File: config.mk
export PLATFORM = sky130hd
export DESIGN_NAME = cache_mem_arbiter_flat
export DESIGN_NICKNAME = d
export VERILOG_FILES = /design/src/rtl/cache_mem_arbiter_if.sv /design/src/rtl/cache_mem_arbiter.sv /design/src/flat_wrapper.sv
export SDC_FILE = /design/constraint.sdc
export NUM_CORES = 1
export LEC_CHECK = 0
export BUFFER_PORTS_ARGS = -buffer_cell sky130_fd_sc_hd__clkbuf_2
export CAP_MARGIN = 20
export CORE_ASPECT_RATIO = 0.6
export CORE_MARGIN = 1
export CORE_UTILIZATION = 30
export DETAILED_ROUTE_END_ITERATION = 16
export GPL_TIMING_DRIVEN = 0
export PLACE_DENSITY_LB_ADDON = 0.05
export SYNTH_ARGS = -nofsm -noshare
export SYNTH_HDL_FRONTEND = slang
export SYNTH_SLANG_ARGS = --single-unit
File: constraint.sdc
create_clock -name clk -period 3.2 [get_ports clk]
set_input_delay 0.16 -clock clk [delete_from_list [all_inputs] [get_ports clk]]
set_output_delay 0.16 -clock clk [all_outputs]
set_load 0.01 [all_outputs]
File: src/rtl/cache_mem_arbiter_if.sv
// Bundle between the two cache miss paths, the arbiter and the memory port.
// The arbiter connects through 'slave'; the caches and the memory connect through 'master'.
interface cache_mem_arbiter_if #(
    parameter int ADDR_W = 32,
    parameter int DATA_W = 32,
    parameter int BEATS  = 4
);
    localparam int LINE_W = DATA_W * BEATS;

    logic              i_req;
    logic [ADDR_W-1:0] i_addr;
    logic              i_ready;
    logic [LINE_W-1:0] i_line;

    logic              d_req;
    logic              d_we;
    logic [ADDR_W-1:0] d_addr;
    logic [DATA_W-1:0] d_wdata;
    logic              d_ready;
    logic [LINE_W-1:0] d_line;

    logic              mem_req;
    logic              mem_we;
    logic [ADDR_W-1:0] mem_addr;
    logic [DATA_W-1:0] mem_wdata;
    logic              mem_ack;
    logic [DATA_W-1:0] mem_rdata;

    modport slave (
        input  i_req, i_addr, d_req, d_we, d_addr, d_wdata, mem_ack, mem_rdata,
        output i_ready, i_line, d_ready, d_line, mem_req, mem_we, mem_addr, mem_wdata
    );

    modport master (
        output i_req, i_addr, d_req, d_we, d_addr, d_wdata, mem_ack, mem_rdata,
        input  i_ready, i_line, d_ready, d_line, mem_req, mem_we, mem_addr, mem_wdata
    );
endinterface

File: src/rtl/cache_mem_arbiter.sv
// Round-robin arbiter sharing one word-wide memory port between I-line refills,
// D-line refills and D-cache single-word write-throughs.
//
// state  | meaning
// IDLE   | sample i_req/d_req, grant round-robin on a tie
// FILL   | read BEATS words of the owner's line, one per mem_ack
// WRITE  | single-word write of the registered D address/data
// RESP   | owner's ready pulse; requests are not sampled
module cache_mem_arbiter #(
    parameter int ADDR_W = 32,
    parameter int DATA_W = 32,
    parameter int BEATS  = 4
) (
    input logic                 clk,
    input logic                 rstn,
    cache_mem_arbiter_if.slave  bus
);
    localparam int LINE_W = DATA_W * BEATS;
    localparam int BEAT_W = $clog2(BEATS);
    localparam int WORD_B = DATA_W / 8;
    localparam int LINE_B = LINE_W / 8;
    localparam int WORD_OFF = $clog2(WORD_B);

    localparam logic OWN_I = 1'b0;
    localparam logic OWN_D = 1'b1;

    typedef enum logic [1:0] {
        S_IDLE  = 2'd0,
        S_FILL  = 2'd1,
        S_WRITE = 2'd2,
        S_RESP  = 2'd3
    } state_e;

    state_e            state_q, state_d;
    logic [BEAT_W-1:0] beat_q, beat_d;
    logic [BEAT_W-1:0] beat_nxt;
    logic              owner_q, owner_d;
    logic              last_grant_q, last_grant_d;
    logic              grant;
    logic [ADDR_W-1:0] base_q, base_d;
    logic              mem_req_q, mem_req_d;
    logic              mem_we_q, mem_we_d;
    logic [ADDR_W-1:0] mem_addr_q, mem_addr_d;
    logic [DATA_W-1:0] mem_wdata_q, mem_wdata_d;
    logic [LINE_W-1:0] i_line_q, i_line_d;
    logic [LINE_W-1:0] d_line_q, d_line_d;
    logic              i_ready_q, i_ready_d;
    logic              d_ready_q, d_ready_d;

    function automatic logic [ADDR_W-1:0] line_base(input logic [ADDR_W-1:0] a);
        return a & ~ADDR_W'(LINE_B - 1);
    endfunction

    function automatic logic [ADDR_W-1:0] word_align(input logic [ADDR_W-1:0] a);
        return a & ~ADDR_W'(WORD_B - 1);
    endfunction

    assign beat_nxt = beat_q + BEAT_W'(1);

    // On a tie the port that did not win last time gets the grant.
    assign grant = (bus.i_req && bus.d_req) ? ~last_grant_q : bus.d_req;

    always_comb begin
        state_d      = state_q;
        beat_d       = beat_q;
        owner_d      = owner_q;
        last_grant_d = last_grant_q;
        base_d       = base_q;
        mem_req_d    = mem_req_q;
        mem_we_d     = mem_we_q;
        mem_addr_d   = mem_addr_q;
        mem_wdata_d  = mem_wdata_q;
        i_line_d     = i_line_q;
        d_line_d     = d_line_q;
        i_ready_d    = 1'b0;
        d_ready_d    = 1'b0;

        case (state_q)
            S_IDLE: begin
                if (bus.i_req || bus.d_req) begin
                    owner_d      = grant;
                    last_grant_d = grant;
                    beat_d       = '0;
                    mem_req_d    = 1'b1;
                    if (grant == OWN_I) begin
                        base_d     = line_base(bus.i_addr);
                        mem_addr_d = line_base(bus.i_addr);
                        mem_we_d   = 1'b0;
                        state_d    = S_FILL;
                    end else if (bus.d_we) begin
                        mem_addr_d  = word_align(bus.d_addr);
                        mem_wdata_d = bus.d_wdata;
                        mem_we_d    = 1'b1;
                        state_d     = S_WRITE;
                    end else begin
                        base_d     = line_base(bus.d_addr);
                        mem_addr_d = line_base(bus.d_addr);
                        mem_we_d   = 1'b0;
                        state_d    = S_FILL;
                    end
                end
            end

            S_FILL: begin
                if (bus.mem_ack && mem_req_q) begin
                    if (owner_q == OWN_I) begin
                        i_line_d[beat_q*DATA_W +: DATA_W] = bus.mem_rdata;
                    end else begin
                        d_line_d[beat_q*DATA_W +: DATA_W] = bus.mem_rdata;
                    end
                    if (beat_q == BEAT_W'(BEATS - 1)) begin
                        beat_d    = '0;
                        mem_req_d = 1'b0;
                        i_ready_d = (owner_q == OWN_I);
                        d_ready_d = (owner_q == OWN_D);
                        state_d   = S_RESP;
                    end else begin
                        beat_d     = beat_nxt;
                        mem_addr_d = base_q + (ADDR_W'(beat_nxt) << WORD_OFF);
                    end
                end
            end

            S_WRITE: begin
                if (bus.mem_ack && mem_req_q) begin
                    mem_req_d = 1'b0;
                    mem_we_d  = 1'b0;
                    d_ready_d = 1'b1;
                    state_d   = S_RESP;
                end
            end

            S_RESP: begin
                state_d = S_IDLE;
            end

            default: begin
                state_d = S_IDLE;
            end
        endcase
    end

    // A reset mid-fill discards the partial line along with everything else.
    always_ff @(posedge clk or negedge rstn) begin
        if (!rstn) begin
            state_q      <= S_IDLE;
            beat_q       <= '0;
            owner_q      <= OWN_I;
            last_grant_q <= OWN_I;
            base_q       <= '0;
            mem_req_q    <= 1'b0;
            mem_we_q     <= 1'b0;
            mem_addr_q   <= '0;
            mem_wdata_q  <= '0;
            i_line_q     <= '0;
            d_line_q     <= '0;
            i_ready_q    <= 1'b0;
            d_ready_q    <= 1'b0;
        end else begin
            state_q      <= state_d;
            beat_q       <= beat_d;
            owner_q      <= owner_d;
            last_grant_q <= last_grant_d;
            base_q       <= base_d;
            mem_req_q    <= mem_req_d;
            mem_we_q     <= mem_we_d;
            mem_addr_q   <= mem_addr_d;
            mem_wdata_q  <= mem_wdata_d;
            i_line_q     <= i_line_d;
            d_line_q     <= d_line_d;
            i_ready_q    <= i_ready_d;
            d_ready_q    <= d_ready_d;
        end
    end

    assign bus.mem_req   = mem_req_q;
    assign bus.mem_we    = mem_we_q;
    assign bus.mem_addr  = mem_addr_q;
    assign bus.mem_wdata = mem_wdata_q;
    assign bus.i_line    = i_line_q;
    assign bus.d_line    = d_line_q;
    assign bus.i_ready   = i_ready_q;
    assign bus.d_ready   = d_ready_q;
endmodule

File: src/flat_wrapper.sv
// flat-port wrapper written by rule: the top's interface ports become plain ports
module cache_mem_arbiter_flat 
#(
    parameter int ADDR_W = 32,
    parameter int DATA_W = 32,
    parameter int BEATS  = 4
)
  (clk, rstn, bus_i_req, bus_i_addr, bus_d_req, bus_d_we, bus_d_addr, bus_d_wdata, bus_mem_ack, bus_mem_rdata, bus_i_ready, bus_i_line, bus_d_ready, bus_d_line, bus_mem_req, bus_mem_we, bus_mem_addr, bus_mem_wdata);
  cache_mem_arbiter_if #(.ADDR_W(ADDR_W), .DATA_W(DATA_W), .BEATS(BEATS)) bus_i ();
  input logic clk;
  input logic rstn;
  input wire logic [$bits(bus_i.i_req)-1:0] bus_i_req;
  input wire logic [$bits(bus_i.i_addr)-1:0] bus_i_addr;
  input wire logic [$bits(bus_i.d_req)-1:0] bus_d_req;
  input wire logic [$bits(bus_i.d_we)-1:0] bus_d_we;
  input wire logic [$bits(bus_i.d_addr)-1:0] bus_d_addr;
  input wire logic [$bits(bus_i.d_wdata)-1:0] bus_d_wdata;
  input wire logic [$bits(bus_i.mem_ack)-1:0] bus_mem_ack;
  input wire logic [$bits(bus_i.mem_rdata)-1:0] bus_mem_rdata;
  output wire logic [$bits(bus_i.i_ready)-1:0] bus_i_ready;
  output wire logic [$bits(bus_i.i_line)-1:0] bus_i_line;
  output wire logic [$bits(bus_i.d_ready)-1:0] bus_d_ready;
  output wire logic [$bits(bus_i.d_line)-1:0] bus_d_line;
  output wire logic [$bits(bus_i.mem_req)-1:0] bus_mem_req;
  output wire logic [$bits(bus_i.mem_we)-1:0] bus_mem_we;
  output wire logic [$bits(bus_i.mem_addr)-1:0] bus_mem_addr;
  output wire logic [$bits(bus_i.mem_wdata)-1:0] bus_mem_wdata;
  assign bus_i.i_req = bus_i_req;
  assign bus_i.i_addr = bus_i_addr;
  assign bus_i.d_req = bus_d_req;
  assign bus_i.d_we = bus_d_we;
  assign bus_i.d_addr = bus_d_addr;
  assign bus_i.d_wdata = bus_d_wdata;
  assign bus_i.mem_ack = bus_mem_ack;
  assign bus_i.mem_rdata = bus_mem_rdata;
  assign bus_i_ready = bus_i.i_ready;
  assign bus_i_line = bus_i.i_line;
  assign bus_d_ready = bus_i.d_ready;
  assign bus_d_line = bus_i.d_line;
  assign bus_mem_req = bus_i.mem_req;
  assign bus_mem_we = bus_i.mem_we;
  assign bus_mem_addr = bus_i.mem_addr;
  assign bus_mem_wdata = bus_i.mem_wdata;
  cache_mem_arbiter #(.ADDR_W(ADDR_W), .DATA_W(DATA_W), .BEATS(BEATS)) u_core (.clk(clk), .rstn(rstn), .bus(bus_i));
endmodule
# After elaboration in Yosys (flattened, before gate mapping)
# Cells that the tools add are included.
# op_classes
n_mux	38
add_sub_neg	3
n_bitwise	1
shifts	2
reduce_logical	17
n_eq_ne	10
# op_table
operator	n
$bwmux W128	2
$mux W32	6
$shift A32 B34 Y128 const A	1
$shiftx A32 B34 Y128	1
$pmux W32 S2	1
$neg A7 Y34	1
$add A32 B4 Y32	1
$mux W2	9
$reduce_and A3 Y1	5
$mux W1	14
$reduce_and A4 Y1	3
$ne A2 B1 Y1 const B	4
$pmux W2 S4	1
$eq A2 B2 Y1 const B	3
$reduce_and A5 Y1	1
$mux W4	1
$ne A2 B2 Y1 const B	2
$pmux W1 S2	2
$pmux W2 S2	1
$reduce_bool A2 Y1	2
$pmux W1 S3	1
$reduce_bool A3 Y1	1
$add A2 B1 Y2 const B	1
$eq A2 B1 Y1 const B	1
other kinds (5)	6
# word_totals
reg_bits	361
inputBits	134
word_cells	83
out_inout_bits	324

# Logic depth before layout (Yosys ltp)
# logic_depth
ltp_word	5
depth_mapped	9
ltp_nobuf	6

# Worst setup path after synthesis
# No wires, ideal clock.
# synth_timing
path_type	reg2reg
from	register u_core.beat_q[0]
to	register u_core.d_line_q[10], in the netlist u_core.bus.d_line[10]
path_slack_ps	1170
arrival_ps	1909
setup_ps	121
stages_incl_launch_ff	9
synth_period_minus_slack_ps	2030
path_buffers	3
cell_sequence	dfrtp_1 > inv_2 > ha_1 > and4bb_1 > clkbuf_2 > and3_1 > buf_2 > buf_6 > a22o_1
# synth_between
elab_chain_len	3
elab_cells_between_ends	4
# synth_rtl
element	line_no	rtl
start: declaration	cache_mem_arbiter.sv:35	logic [BEAT_W-1:0] beat_q, beat_d;
start signal: assignment	cache_mem_arbiter.sv:161	beat_q <= beat_d;
$neg A7 Y34 (*)	cache_mem_arbiter.sv:109	d_line_d[beat_q*DATA_W +: DATA_W] = bus.mem_rdata;
$shiftx A32 B34 Y128 or $shift A32 B34 Y128 (tied branches)	cache_mem_arbiter.sv:109	
$bwmux W128 (*)	cache_mem_arbiter.sv:109	
end signal: assignment	cache_mem_arbiter.sv:170	d_line_q <= d_line_d;
end: declaration	cache_mem_arbiter.sv:46	logic [LINE_W-1:0] d_line_q, d_line_d;
# Mark *: on every way between the ends. The rest lies on a longest branch, timed or not.
# A chain may end at the register's enable or synchronous reset.

# Worst setup path in the final report
# layout_timing
from	register u_core.state_q[1]
to	register u_core.d_line_q[79], in the netlist u_core.bus.d_line[79]
# layout_between
elab_chain_len	2
# layout_rtl
element	line_no	rtl
start: declaration	cache_mem_arbiter.sv:34	state_e state_q, state_d;
start signal: assignment	cache_mem_arbiter.sv:160	state_q <= state_d;
$eq A2 B1 Y1	cache_mem_arbiter.sv:78	case (state_q)
$reduce_and A3 Y1 (no line)	--	
# No other way between the ends.

==> flow_summary.html <==
<table>
<tr><th>Metric</th><th>Value</th></tr>
<tr><th colspan="2">Synth</th></tr>
<tr><td>Dominant cell by count in the synthesized netlist</td><td>dfrtp_1</td></tr>
<tr><td>Post-synthesis instance area</td><td>15,200 sq um</td></tr>
<tr><td>Count of mapped cells out of synthesis</td><td>1,502</td></tr>
<tr><td>Average footprint of a synthesized cell</td><td>10.1 sq um</td></tr>
<tr><td>Share of synthesized cell area in and, or, nand and nor gates</td><td>0.146</td></tr>
<tr><td>Synth unique cells</td><td>49</td></tr>
<tr><td>Number of synthesis warnings</td><td>0</td></tr>
<tr><td>Post-synth EDFFs</td><td>0</td></tr>
<tr><td>Share of the synthesized netlist area taken by xor and xnor gates</td><td>0</td></tr>
<tr><td>Mux share of post-synthesis cell area</td><td>0.0479</td></tr>
<tr><td>Fraction of the mapped netlist area in adder cells</td><td>0.00823</td></tr>
<tr><td>Most common library cells after synthesis</td><td>355 x dfrtp_1, 348 x nand2_1, 198 x o21ai_0</td></tr>
<tr><td>Dominant cells by area after synthesis</td><td>dfrtp_1 58%, nand2_1 8.6%, o21ai_0 6.5%</td></tr>
<tr><td>Dominant combinational cell family by area after synthesis</td><td>simple AND/OR/NAND/NOR gates</td></tr>
<tr><td>Synth Register Bits</td><td>~360</td></tr>
<tr><td>Library cell with the largest summed area after synthesis</td><td>dfrtp_1</td></tr>
<tr><td>Share of synthesized area occupied by flip-flops and latches</td><td>0.584</td></tr>
<tr><td>Proportion of register bits with asynchronous set or reset after synthesis</td><td>1.00</td></tr>
<tr><td>Area share of the leading cell type in the synthesized netlist</td><td>0.584</td></tr>
<tr><td>Compound-Gate Fraction of Synth Area</td><td>0.136</td></tr>
<tr><td>Flip-flop cell with the highest count after synthesis</td><td>dfrtp_1</td></tr>
<tr><th colspan="2">Power</th></tr>
<tr><td>Post-layout total power</td><td>between 0.015 and 0.02 W</td></tr>
<tr><td>Worst IR Drop VDD</td><td>about 0.37 mV</td></tr>
<tr><td>Static leakage</td><td>10.4 nW</td></tr>
<tr><td>Power density cells</td><td>roughly 830 nW/um^2</td></tr>
<tr><th colspan="2">Cells and area</th></tr>
<tr><td>Layout overhead on the synthesized area</td><td>36.8%</td></tr>
<tr><td>Filler cell count in the final layout</td><td>approximately 5,000</td></tr>
<tr><td>End-of-flow core utilization</td><td>0.418</td></tr>
<tr><td>Antenna diode count</td><td>0</td></tr>
<tr><td>Count of nets after finishing</td><td>2,230</td></tr>
<tr><td>Proportion of layout cells with a drive suffix above 1</td><td>0.305</td></tr>
<tr><th colspan="2">Place</th></tr>
<tr><td>Dpl hpwl</td><td>39,800 um</td></tr>
<tr><td>Count of input and output buffers</td><td>approximately 420</td></tr>
<tr><td>Final estimated routing congestion in global placement</td><td>0.809</td></tr>
<tr><th colspan="2">CTS</th></tr>
<tr><td>Insertion delay of the later-clocked pin in the worst-skew pair</td><td>around 550 ps</td></tr>
<tr><td>CTS clk-pin slew, worst paths</td><td>70 ps</td></tr>
<tr><td>Clock sink total</td><td>around 360</td></tr>
<tr><td>Max Root-Sink Buffers</td><td>3</td></tr>
<tr><td>CTS tree</td><td>done</td></tr>
<tr><td>Clock root cell</td><td>clkbuf_16</td></tr>
<tr><td>Total CTS buffers</td><td>39</td></tr>
<tr><td>Count of H-tree levels built during CTS</td><td>2</td></tr>
<tr><th colspan="2">Die</th></tr>
<tr><td>Die Height</td><td>176 um</td></tr>
<tr><td>Num ports</td><td>458</td></tr>
<tr><td>Core Box Area</td><td>roughly 50,000 sq um</td></tr>
<tr><td>Starting density of the core</td><td>0.306</td></tr>
<tr><td>Die X</td><td>approximately 300 um</td></tr>
<tr><td>Num rows</td><td>63</td></tr>
<tr><td>Area of the die</td><td>51,600 sq um</td></tr>
<tr><th colspan="2">Setup path</th></tr>
<tr><td>Required time of the critical path</td><td>3610 ps</td></tr>
<tr><td>R2R Path End</td><td>u_core.bus.d_line[79]</td></tr>
<tr><td>Critical path data arrival time</td><td>between 3000 and 4000 ps</td></tr>
<tr><td>Setup crit end kind</td><td>flip-flop</td></tr>
<tr><td>R2R setup slack</td><td>570 ps</td></tr>
<tr><td>Crit path kind</td><td>flip-flop to flip-flop</td></tr>
<tr><td>Maximum fanout along the worst path</td><td>10</td></tr>
<tr><td>Kind of start point of the critical path</td><td>flip-flop</td></tr>
<tr><td>Depth of the worst register-to-register path</td><td>7</td></tr>
<tr><td>R2r startpoint</td><td>u_core.state_q[1]</td></tr>
<tr><th colspan="2">Worst hold path</th></tr>
<tr><td>Worst hold path type</td><td>primary input to flip-flop</td></tr>
<tr><td>Worst Hold Launch</td><td>bus_i_addr[21]</td></tr>
<tr><td>End point of the worst hold path</td><td>u_core.bus.mem_addr[21]</td></tr>
<tr><td>Cell depth of the worst hold path</td><td>4</td></tr>
<tr><th colspan="2">STA</th></tr>
<tr><td>Share of the clock period used by the worst path</td><td>0.821</td></tr>
<tr><td>Count of pins over their slew limit</td><td>0</td></tr>
<tr><td>Setup skew after layout</td><td>around 28 ps</td></tr>
<tr><td>Worst slew margin</td><td>0.356</td></tr>
<tr><td>Setup-violating endpoint count in the final report</td><td>0</td></tr>
<tr><td>Final Hold Vio Count</td><td>0</td></tr>
<tr><td>Setup repair after global routing missed its margin</td><td>false</td></tr>
<tr><td>Post-Route Hold Slack</td><td>25.4 ps</td></tr>
<tr><td>Highest clock frequency the design can meet</td><td>381 MHz</td></tr>
<tr><td>Tightest Pin Transition</td><td>966 ps</td></tr>
<tr><td>Shortest period the worst path allows</td><td>roughly 2600 ps</td></tr>
<tr><th colspan="2">GRT</th></tr>
<tr><td>Met1 Resource Use GR</td><td>0.311</td></tr>
<tr><td>Overflow left after global routing</td><td>0</td></tr>
<tr><td>Number of antenna violations at the first check in global routing</td><td>2</td></tr>
<tr><td>Largest net degree at the start of global routing</td><td>106</td></tr>
<tr><td>Met2 demand-to-capacity share in global routing</td><td>0.342</td></tr>
<tr><td>Vias in the first global route</td><td>13,300</td></tr>
<tr><td>Combined global-route utilization of all metal layers</td><td>0.218</td></tr>
<tr><td>Global-route wire length before repair</td><td>84,700 um</td></tr>
<tr><td>Peak-usage layer in the global routing report</td><td>met2</td></tr>
<tr><td>Met3 track demand over resource in global routing</td><td>0.0352</td></tr>
<tr><th colspan="2">Route</th></tr>
<tr><td>WL/cell</td><td>20.3 um</td></tr>
<tr><td>Iteration-0 DRC Markers</td><td>762</td></tr>
<tr><td>Total routed wirelength</td><td>56,700 um</td></tr>
<tr><td>DRC violations left</td><td>0</td></tr>
<tr><td>Via count normalized by instance count</td><td>approximately 4.7</td></tr>
<tr><td>Pre-antenna DRT Iters</td><td>5</td></tr>
<tr><td>Count of antenna-violating nets left after detailed routing</td><td>0</td></tr>
<tr><td>Detailed-route via count</td><td>between 10,000 and 15,000</td></tr>
<tr><th colspan="2">Flow run</th></tr>
<tr><td>Maximum Capacitance Violations</td><td>0</td></tr>
<tr><th colspan="2">Outcome</th></tr>
<tr><td>Run status</td><td>complete, no violations</td></tr>
</table>
final cells by class:
class | instances | area (sq um) | area share
sequential | 355 | 8880 | 0.427
multi-input combinational | 908 | 5150 | 0.248
timing repair buffer | 542 | 3400 | 0.164
clock buffer | 61 | 1180 | 0.0567
tap | 682 | 853 | 0.0410
buffer | 138 | 795 | 0.0382
inverter | 102 | 383 | 0.0184
clock inverter | 11 | 148 | 0.00710
layer usage:
layer  vias to the layer above  part of all wire  wire length (um)
li1                       6170                 -                 -
met1                      6537              0.48             27000
met2                       319              0.45             25700
met3                        82             0.045              2540
met4                         0             0.026              1500
met5                         -                 0                 0
per-stage QoR:
step	worst slack, ps	TNS, ps	std cells	instance area [sq um]
floorplan	1170	0	1503	15200
global placement	-6580	-2308890	2601	18100
detailed placement	561	0	2604	18200
CTS	562	0	2799	20800
global route	390	0	2799	20800
finish	574	0	2799	20800
flip-flops by register name, summed over array words and instances (netlist names):
| register | count |
|---|---|
| u_core.bus.mem_req | 1 |
| u_core.beat_q | 2 |
| u_core.state_q | 2 |
| u_core.bus.mem_we | 1 |
| u_core.bus.i_ready | 1 |
| u_core.bus.d_ready | 1 |
| u_core.bus.d_line | 128 |
| u_core.bus.i_line | 128 |
| u_core.bus.mem_addr | 30 |
| u_core.bus.mem_wdata | 32 |
| u_core.base_q | 28 |
| u_core.last_grant_q | 1 |
cells by family (layout without fill, tap and decap cells):
kind of cell / after synthesis / after routing
other cells: 1 / 2
fa+ha+maj: 10 / 10
compound gates: 334 / 334
mux: 65 / 65
simple gates: 497 / 497
buf+inv: 240 / 854
flops: 355 / 355
worst max path at each step:
stage | from | end | slack [ps]
final | u_core.state_q[1] | u_core.bus.d_line[79] | 570
after global routing | u_core.state_q[1] | u_core.bus.d_line[80] | 390
after floorplan | u_core.beat_q[0] | u_core.bus.d_line[10] | 1170
after global placement | rstn | u_core.bus.i_line[95] | -6580
after detailed placement | u_core.beat_q[0] | u_core.bus.d_line[13] | 560
after CTS | u_core.state_q[1] | u_core.bus.d_line[79] | 560
report_power, final:
group          internal (W)  leakage, nW  total [W]  switching, W
Clock               0.00279        0.651    0.00473       0.00195
Sequential          0.00581         4.38    0.00655      0.000741
Combinational       0.00255         5.34    0.00598       0.00343
placed cells by master, fill, tap and decap left out, types with 5 or more instances in the layout:
master,synthesis,layout
clkbuf_2,5,420
dfrtp_1,355,355
nand2_1,348,348
o21ai_0,198,198
dlygate4sd3_1,0,123
inv_1,100,100
nand3_1,99,99
mux2_2,61,61
clkbuf_1,47,58
clkbuf_16,0,40
buf_4,38,38
buf_2,36,36
a22o_1,34,34
o21ai_1,29,29
a21o_1,29,29
a32o_1,29,29
nand3b_1,28,28
buf_6,11,11
clkbuf_8,0,11
ha_1,10,10
clkinv_2,0,5
what timing repair did:
item / in CTS / in global routing
hold buffers: 123 / 0
gates resized for setup: 0 / 0
buffers inserted: 0 / 0
hold endpoints to repair: 393 / 0
critical path, stage by stage (launching register included):
cell      delay [ps]
dfrtp_1          400
inv_1            130
ha_1             360
and3_1           230
nand3_1          600
clkbuf_1         500
nand2_1          160
o21ai_0           90
Power figures use the tool's default switching activity.
